**src/rtl/operand_collect_pkg.sv**
```systemverilog
// Shared types, field positions and RSR classification for the operand collect stage.
// The shift stage reads instr[25:21] and instr[11:4] directly, so SH_IMM is documented here for it.
package operand_collect_pkg;

    typedef enum logic [1:0] {
        ST_IDLE     = 2'd0,
        ST_FETCH_RS = 2'd1,
        ST_VALID    = 2'd2
    } state_t;

    localparam int RN_MSB     = 19;
    localparam int RN_LSB     = 16;
    localparam int RM_MSB     = 3;
    localparam int RM_LSB     = 0;
    localparam int RS_MSB     = 11;
    localparam int RS_LSB     = 8;
    localparam int SH_IMM_MSB = 11;
    localparam int SH_IMM_LSB = 7;

    localparam logic [15:0] STALL_MAX = 16'hFFFF;

    // Register-shifted-register data processing; multiply (bit7=bit4=1) is excluded.
    function automatic logic is_rsr(input logic [31:0] instr);
        logic unused_bits;
        unused_bits = ^{instr[31:28], instr[24:8], instr[6:5], instr[3:0]};
        return (instr[27:25] == 3'b000) && !instr[7] && instr[4];
    endfunction

endpackage

```
**src/rtl/operand_collect_rsr_decode.sv**
```systemverilog
// Pure combinational field extraction and RSR classification of one instruction word.
module rsr_decode
    import operand_collect_pkg::*;
(
    input  logic [31:0] instr,
    output logic        rsr,
    output logic [3:0]  rn_addr,
    output logic [3:0]  rm_addr,
    output logic [3:0]  rs_addr
);

    assign rsr     = is_rsr(instr);
    assign rn_addr = instr[RN_MSB:RN_LSB];
    assign rm_addr = instr[RM_MSB:RM_LSB];
    assign rs_addr = instr[RS_MSB:RS_LSB];

endmodule

```
**src/rtl/operand_collect.sv**
```systemverilog
// Operand collect stage: reads Rn/Rm at accept, spends one extra cycle reading Rs for
// register-shifted-register instructions, then presents the bundle to the shift stage.
//
// state       | meaning
// ------------+-----------------------------------------------------------
// ST_IDLE     | no bundle held, ready for a new instruction
// ST_FETCH_RS | RSR instruction held, reading Rs through read port 2
// ST_VALID    | bundle presented; a new accept may overlap its consumption
module operand_collect
    import operand_collect_pkg::*;
(
    input  logic        clk,
    input  logic        reset,
    input  logic        in_valid,
    output logic        in_ready,
    input  logic [31:0] instr,
    input  logic        flush,
    output logic [3:0]  ra1,
    output logic [3:0]  ra2,
    input  logic [31:0] rd1,
    input  logic [31:0] rd2,
    output logic        out_valid,
    input  logic        out_ready,
    output logic [31:0] out_instr,
    output logic [31:0] out_rn,
    output logic [31:0] out_rm,
    output logic [7:0]  out_rs,
    output logic [15:0] rsr_stalls
);

    state_t      state;
    state_t      state_nxt;
    logic [31:0] dec_instr;
    logic        dec_rsr;
    logic [3:0]  dec_rn;
    logic [3:0]  dec_rm;
    logic [3:0]  dec_rs;
    logic        accept;
    logic        fetch_done;

    // While fetching Rs the live input belongs to the next instruction, so decode the held one.
    assign dec_instr = (state == ST_FETCH_RS) ? out_instr : instr;

    rsr_decode u_rsr_decode (
        .instr   (dec_instr),
        .rsr     (dec_rsr),
        .rn_addr (dec_rn),
        .rm_addr (dec_rm),
        .rs_addr (dec_rs)
    );

    always_comb begin
        state_nxt  = state;
        in_ready   = 1'b0;
        out_valid  = 1'b0;
        ra1        = dec_rn;
        ra2        = dec_rm;
        accept     = 1'b0;
        fetch_done = 1'b0;

        case (state)
            ST_IDLE: begin
                in_ready = 1'b1;
                if (in_valid) begin
                    accept    = 1'b1;
                    state_nxt = dec_rsr ? ST_FETCH_RS : ST_VALID;
                end
            end
            ST_FETCH_RS: begin
                ra1        = 4'd0;
                ra2        = dec_rs;
                fetch_done = 1'b1;
                state_nxt  = ST_VALID;
            end
            ST_VALID: begin
                out_valid = 1'b1;
                in_ready  = out_ready;
                if (out_ready) begin
                    if (in_valid) begin
                        accept    = 1'b1;
                        state_nxt = dec_rsr ? ST_FETCH_RS : ST_VALID;
                    end else begin
                        state_nxt = ST_IDLE;
                    end
                end
            end
            default: state_nxt = ST_IDLE;
        endcase

        // Flush wins over both accept and Rs completion; the held data is simply left behind.
        if (flush) begin
            state_nxt  = ST_IDLE;
            accept     = 1'b0;
            fetch_done = 1'b0;
        end
    end

    always_ff @(posedge clk or posedge reset) begin
        if (reset) begin
            state <= ST_IDLE;
        end else begin
            state <= state_nxt;
        end
    end

    always_ff @(posedge clk or posedge reset) begin
        if (reset) begin
            out_instr  <= '0;
            out_rn     <= '0;
            out_rm     <= '0;
            out_rs     <= '0;
            rsr_stalls <= '0;
        end else begin
            if (accept) begin
                out_instr <= instr;
                out_rn    <= rd1;
                out_rm    <= rd2;
                out_rs    <= '0;
            end
            if (fetch_done) begin
                out_rs <= rd2[7:0];
                if (rsr_stalls != STALL_MAX) begin
                    rsr_stalls <= rsr_stalls + 16'd1;
                end
            end
        end
    end

endmodule

```
**config.mk**
```make
export PLATFORM = sky130hd
export DESIGN_NAME = operand_collect
export DESIGN_NICKNAME = d
export VERILOG_FILES = /design/src/rtl/operand_collect_pkg.sv /design/src/rtl/operand_collect_rsr_decode.sv /design/src/rtl/operand_collect.sv
export SDC_FILE = /design/constraint.sdc
export NUM_CORES = 1
export LEC_CHECK = 0
export BUFFER_PORTS_ARGS = -buffer_cell sky130_fd_sc_hd__buf_2
export CAP_MARGIN = 20
export CORE_MARGIN = 1
export CORE_UTILIZATION = 25
export DETAILED_ROUTE_END_ITERATION = 8
export PLACE_DENSITY = 0.51
export SLEW_MARGIN = 40
export SYNTH_ARGS = -nofsm -noshare
export SYNTH_HDL_FRONTEND = slang
export SYNTH_SLANG_ARGS = --single-unit
```
**constraint.sdc**
```tcl
create_clock -name clk -period 8.13 [get_ports clk]
set_clock_uncertainty 0.05 [all_clocks]
set_input_delay 1.626 -clock clk [delete_from_list [all_inputs] [get_ports clk]]
set_output_delay 1.626 -clock clk [all_outputs]
set_load 0.02 [all_outputs]
```
==> results.json, run 1 <==
{
  "status": "completed",
  "syn-cell-area_sq_um": 4950,
  "post_cts_buffers": 0,
  "synth-simple-area-share": 0.0705,
  "drt_iter0_markers": 129,
  "gr-total-overflow": 0,
  "drc_errors": 0,
  "cp-end-kind": "primary output",
  "clock_sinks": 122,
  "worst_pin_slew_ns": 0.740,
  "place.gp.congestion": 0.728,
  "cts_hold_buf": 0,
  "placed_area_sq_um": 6340,
  "hpwl_microns": 8870,
  "core_region_area_sq_um": 19500,
  "rows": 51,
  "clk_pin_slew_ns": 0.05,
  "synth.area.mux_share": 0.232,
  "synth-seq-cells": 122,
  "irDropWorstVdd_mv": 0.130,
  "clk_latency_ns": 0.41,
  "critPathMaxFanout": 3,
  "power.density_nw_per_um2": 265,
  "initial_core_util": 0.254,
  "drive_gt1_frac": 0.626,
  "ctsHtreeMaxLevel": 4,
  "ys_warn_count": 0,
  "timing.fmax_mhz": 258,
  "area_delta_synth_final_pct": 39.9,
  "drv_cap": 0,
  "ios": 231,
  "grt_setup_unrepaired": "no",
  "final-hold-violation-count": 0,
  "syn_nets": 440,
  "crit_arrival_ns": 2.19,
  "ys_seq_area_frac": 0.617,
  "min-delay-path-class": "reg -> reg",
  "min_period_ns": 3.87,
  "finalSetupViolCount": 0,
  "synthFlopType": "dfrtp_1",
  "synth-edff-count": 0,
  "cts_root_buf": "clkbuf_16",
  "yosys-top-cells-count": "122 x dfrtp_1, 97 x mux2_2, 21 x nand2_1, 10 x o21ai_0, 9 x buf_2",
  "synth.area.top_cells": "dfrtp_1 62%, mux2_2 22%, nand2_1 1.6%",
  "whs_ns": 0.432,
  "synth_top_family_by_area": "multiplexers",
  "avgSynthCellArea_sq_um": 14.6,
  "maxSlewViolCount": 0,
  "firstDrtPassIters": 4,
  "via_count": 3628,
  "grt_usage": 0.125,
  "synth-adder-area-share": 0.00253,
  "yosysTopAreaCell": "dfrtp_1",
  "io_buffers": 230,
  "synth_compound_area_frac": 0.0296,
  "ys_types": 39,
  "grt_pass1_wl_microns": 19400,
  "fin_tns_setup_ns": 0,
  "cts_tree": "done",
  "synth_cells": 338,
  "drt-total-wl_microns": 12300,
  "ys_async_sr_fraction": 1.00,
  "slew_headroom": 0.507,
  "die_x_microns": 143,
  "grt_max_degree": 80,
  "die_h_microns": 143,
  "viasPerCell": 4.27,
  "grt_pass1_vias": 3659,
  "synth_xor_xnor_area_share": 0.0212,
  "n_antenna_cell": 0,
  "crit_path_start_kind": "input pin",
  "dieArea_sq_um": 20400,
  "wire_per_inst_microns": 14.5,
  "synth_most_common_cell": "dfrtp_1",
  "fin_crit_sh": 0.476,
  "final_area_sq_um": 6930,
  "post_cts_resized": 0,
  "critical_path_class": "in -> out",
  "antenna_found_initial": 0,
  "clock_path_buffers": 2,
  "critPathRequiredTime_ns": 6.45,
  "cts_buffers": 17,
  "fin_nets": 675,
  "leakage_nw": 3.35,
  "fin_util": 0.356,
  "yosysTopAreaCellShare": 0.617,
  "ant_nets": 0
}
## sequential cells by signal (all words and copies together), names as in the netlist
name and flops:
out_instr 32, rsr_stalls 16, state 2, out_rm 32, out_rs 8, out_rn 32
## through the flow
stage               power, W  instances  setup slack, ns
floorplan           0.000962        338             3.21
global placement     0.00110        819             4.23
detailed placement   0.00111        819             4.26
CTS                  0.00187        850             4.26
global route         0.00192        850             4.22
finish               0.00183        850             4.26
## final timing paths
path / from / to / slack [ns] / cells past startpoint
setup reg to reg: state[0] / out_rn[7] / 5.70 / 4
setup / recovery: out_ready / in_ready / 4.26 / 4
hold reg to reg: out_rn[13] / out_rn[13] / 0.43 / 1
max in group asynchronous: reset / out_rm[8] / 5.71 / 3
hold / removal: out_rn[13] / out_rn[13] / 0.43 / 1
min in group asynchronous: reset / out_rn[23] / 1.24 / 2
## cell type report
type	instances	area [sq um]
repair buffers	232	1170
fillers	1927	12500
inverters	5	21.3
clock buffers	24	492
flip-flops and latches	122	3050
multi-input cells	195	1770
clock inverters	7	90.1
well taps	265	332
## where the power goes
part,internal [W],switching (W)
logic,0.000147,0.000205
registers,0.000693,0.0000448
clock network,0.000480,0.000262
total,0.00132,0.000511
## layout by cell type (no fill, tap or decap), types with 2 or more instances in the layout
cell type	count
mux2_1	5
a21oi_1	3
clkbuf_1	3
bufinv_16	2
and2_1	5
nand2_1	21
inv_1	4
dfrtp_1	122
o21ai_0	10
clkinv_2	3
clkinvlp_4	2
nand3_1	6
buf_2	230
nor4_1	6
clkbuf_16	17
clkbuf_8	4
buf_6	2
xnor2_1	4
and3_1	3
xor2_1	8
nor2_1	3
mux2_2	97
a211oi_1	2
a41oi_1	2
## metal layers
layer | global-route usage | wire [microns] | up-vias
met2 | 0.203 | 6120 | 141
met5 | 0 | 0 | -
li1 | - | - | 1674
met3 | 0.0500 | 877 | 16
met4 | 0.0521 | 199 | 0
met1 | 0.145 | 5090 | 1797
## worst max-delay path, stage by stage
cell and delay [ns]:
buf_2 0.08, inv_1 0.04, a21oi_1 0.23, buf_2 0.22
## cells by family (layout without fill, tap and decap cells)
logic type | after synthesis | in the layout
flip-flops | 122 | 122
multiplexers | 102 | 102
AND/OR/NAND/NOR | 58 | 58
AO/OA/AOI/OAI | 22 | 22
buffers and inverters | 21 | 268
XOR/XNOR | 12 | 12
adder cells (fa/ha/maj) | 1 | 1
(Power assumes the default switching activity.)
==> run 2: changes to the inputs <==
==> constraint.sdc (replaced) <==
create_clock -name clk -period 3.6 [get_ports clk]
set_clock_uncertainty 0.05 [all_clocks]
set_input_delay 0.72 -clock clk [delete_from_list [all_inputs] [get_ports clk]]
set_output_delay 0.72 -clock clk [all_outputs]
set_load 0.02 [all_outputs]
==> run 2 against run 1 <==
Compared with the run above:
- non-clock buffer count rose by 3
- power rose by 130%
- via count fell by 1.4%
- register-to-register slack got worse by 4.3 ns
- utilization rose by 0.15 points
- sequential power rose by 120%
- setup slack got worse by 3.3 ns
- count of clock-buffer cells in the layout did not move
- combinational power rose by 120%
- first-iteration DRC count fell by 11%
- critical endpoint is now ra2[0]
- largest power group unchanged
- highest routed layer unchanged
==> results.json, run 2 (same netlist as run 1, synthesis figures left out) <==
{
  "grt_usage": 0.123,
  "critPathTopFamily": "flip-flops",
  "min_period_ns": 2.60,
  "fin_nets": 678,
  "clock_sinks": 122,
  "final_common_cell": "buf_2",
  "drt-total-wl_microns": 11900,
  "r2r_end": "out_rm[20]",
  "io_buffers": 230,
  "placed_area_sq_um": 6370,
  "r2r_start": "state[0]",
  "cp-end-kind": "primary output",
  "initial_core_util": 0.254,
  "drc_errors": 0,
  "timing.fmax_mhz": 384,
  "viasPerCell": 4.20,
  "layout.area.seq_sq_um": 3050,
  "area_delta_synth_final_pct": 40.5,
  "post_cts_buffers": 0,
  "drv_cap": 0,
  "grt_pass1_wl_microns": 19200,
  "ant_nets": 0,
  "grt_setup_unrepaired": "no",
  "rows": 51,
  "slowest_stage": "dfrtp_1",
  "gr-total-overflow": 0,
  "multiInputGateArea_sq_um": 1770,
  "final-hold-violation-count": 0,
  "slew_headroom": 0.491,
  "die_h_microns": 143,
  "crit_path_start_kind": "register",
  "finalSetupViolCount": 0,
  "cts_tree": "done",
  "clk_pin_slew_ns": 0.05,
  "power.density_nw_per_um2": 593,
  "grt_pass1_vias": 3746,
  "die_x_microns": 143,
  "min-delay-path-class": "in -> async",
  "firstDrtPassIters": 4,
  "cts_buffers": 17,
  "irDropWorstVdd_mv": 0.301,
  "path_cells": "nand2b_1, mux2_2, buf_2",
  "clock_path_buffers": 2,
  "worst_pin_slew_ns": 0.763,
  "crit_buf_inv": 1,
  "cts_root_buf": "clkbuf_16",
  "status": "completed",
  "ctsHtreeMaxLevel": 4,
  "maxSlewViolCount": 0,
  "critical_path_class": "reg -> out",
  "leakage_nw": 3.36,
  "critPathMaxFanout": 9,
  "hpwl_microns": 8510,
  "reg2reg_depth": 4,
  "cpPeakStageDelay_ns": 0.45,
  "fill_cells": 1989,
  "fin_tns_setup_ns": 0,
  "grt_max_degree": 61,
  "antenna_found_initial": 0,
  "whs_ns": 0.346,
  "clk_latency_ns": 0.41,
  "final_cell_mix": "230 x buf_2, 122 x dfrtp_1, 97 x mux2_2",
  "drive_gt1_frac": 0.628,
  "place.gp.congestion": 0.782,
  "fin_crit_sh": 0.723,
  "n_antenna_cell": 0,
  "critPathRequiredTime_ns": 2.83,
  "core_region_area_sq_um": 19500,
  "wire_per_inst_microns": 13.9,
  "rrSetupSlack_ns": 1.45,
  "top_regs": "out_instr x32, out_rm x32, out_rn x32",
  "ios": 231,
  "drt_iter0_markers": 115,
  "post_cts_resized": 0,
  "dieArea_sq_um": 20400,
  "final_area_sq_um": 6960,
  "via_count": 3579,
  "cts_hold_buf": 0,
  "crit_arrival_ns": 1.83
}
run 2: changes by cell type in the layout (fill, tap and decap cells not counted):
| cell | change |
|---|---|
| buf_12 | +1 |
| inv_4 | -1 |
| buf_6 | -2 |
| clkinvlp_4 | +1 |
| buf_4 | +4 |
run 2: routing by layer:
| layer | GRT usage | share of wire |
|---|---|---|
| met5 | 0 | 0 |
| met3 | 0.0513 | 0.072 |
| met1 | 0.145 | 0.42 |
| met4 | 0.0504 | 0.015 |
| met2 | 0.198 | 0.49 |
run 2: metrics by stage:
| step | total power (W) | worst slack, ns | std cells | utilization |
|---|---|---|---|---|
| 2_1_floorplan | 0.00217 | 1.27 | 338 | - |
| 3_3_place_gp | 0.00248 | 1.12 | 822 | 0.327 |
| 3_5_place_dp | 0.00249 | 1.03 | 822 | 0.327 |
| 4_1_cts | 0.00421 | 0.959 | 853 | 0.357 |
| 5_1_grt | 0.00434 | 0.858 | 853 | 0.357 |
| 6_report | 0.00413 | 0.997 | 853 | 0.357 |
run 2: area by class of cell:
class	count	share of cell area
inverter	5	0.00324
multi-input combinational	195	0.254
clock inverter	7	0.0130
timing repair buffer	235	0.173
tap	265	0.0477
sequential	122	0.439
clock buffer	24	0.0707
run 2: report_power, final:
group	total, W	switching (W)	internal [W]	leakage (nW)
combinational	0.000791	0.000456	0.000335	1.61
clock	0.00167	0.000586	0.00108	0.282
sequential	0.00166	0.0000978	0.00157	1.47
run 2: worst max-delay path by stage:
| stage | from | end | slack, ns | depth (start not counted) |
|---|---|---|---|---|
| finish | state[1] | ra2[0] | 1.0 | 3 |
| global route | state[1] | ra2[0] | 0.86 | 3 |
| CTS | state[1] | ra2[0] | 0.96 | 3 |
| detailed placement | out_ready | out_rn[23] | 1.03 | 6 |
| global placement | out_ready | out_rn[9] | 1.12 | 6 |
| floorplan | out_ready | out_rm[0] | 1.27 | 7 |
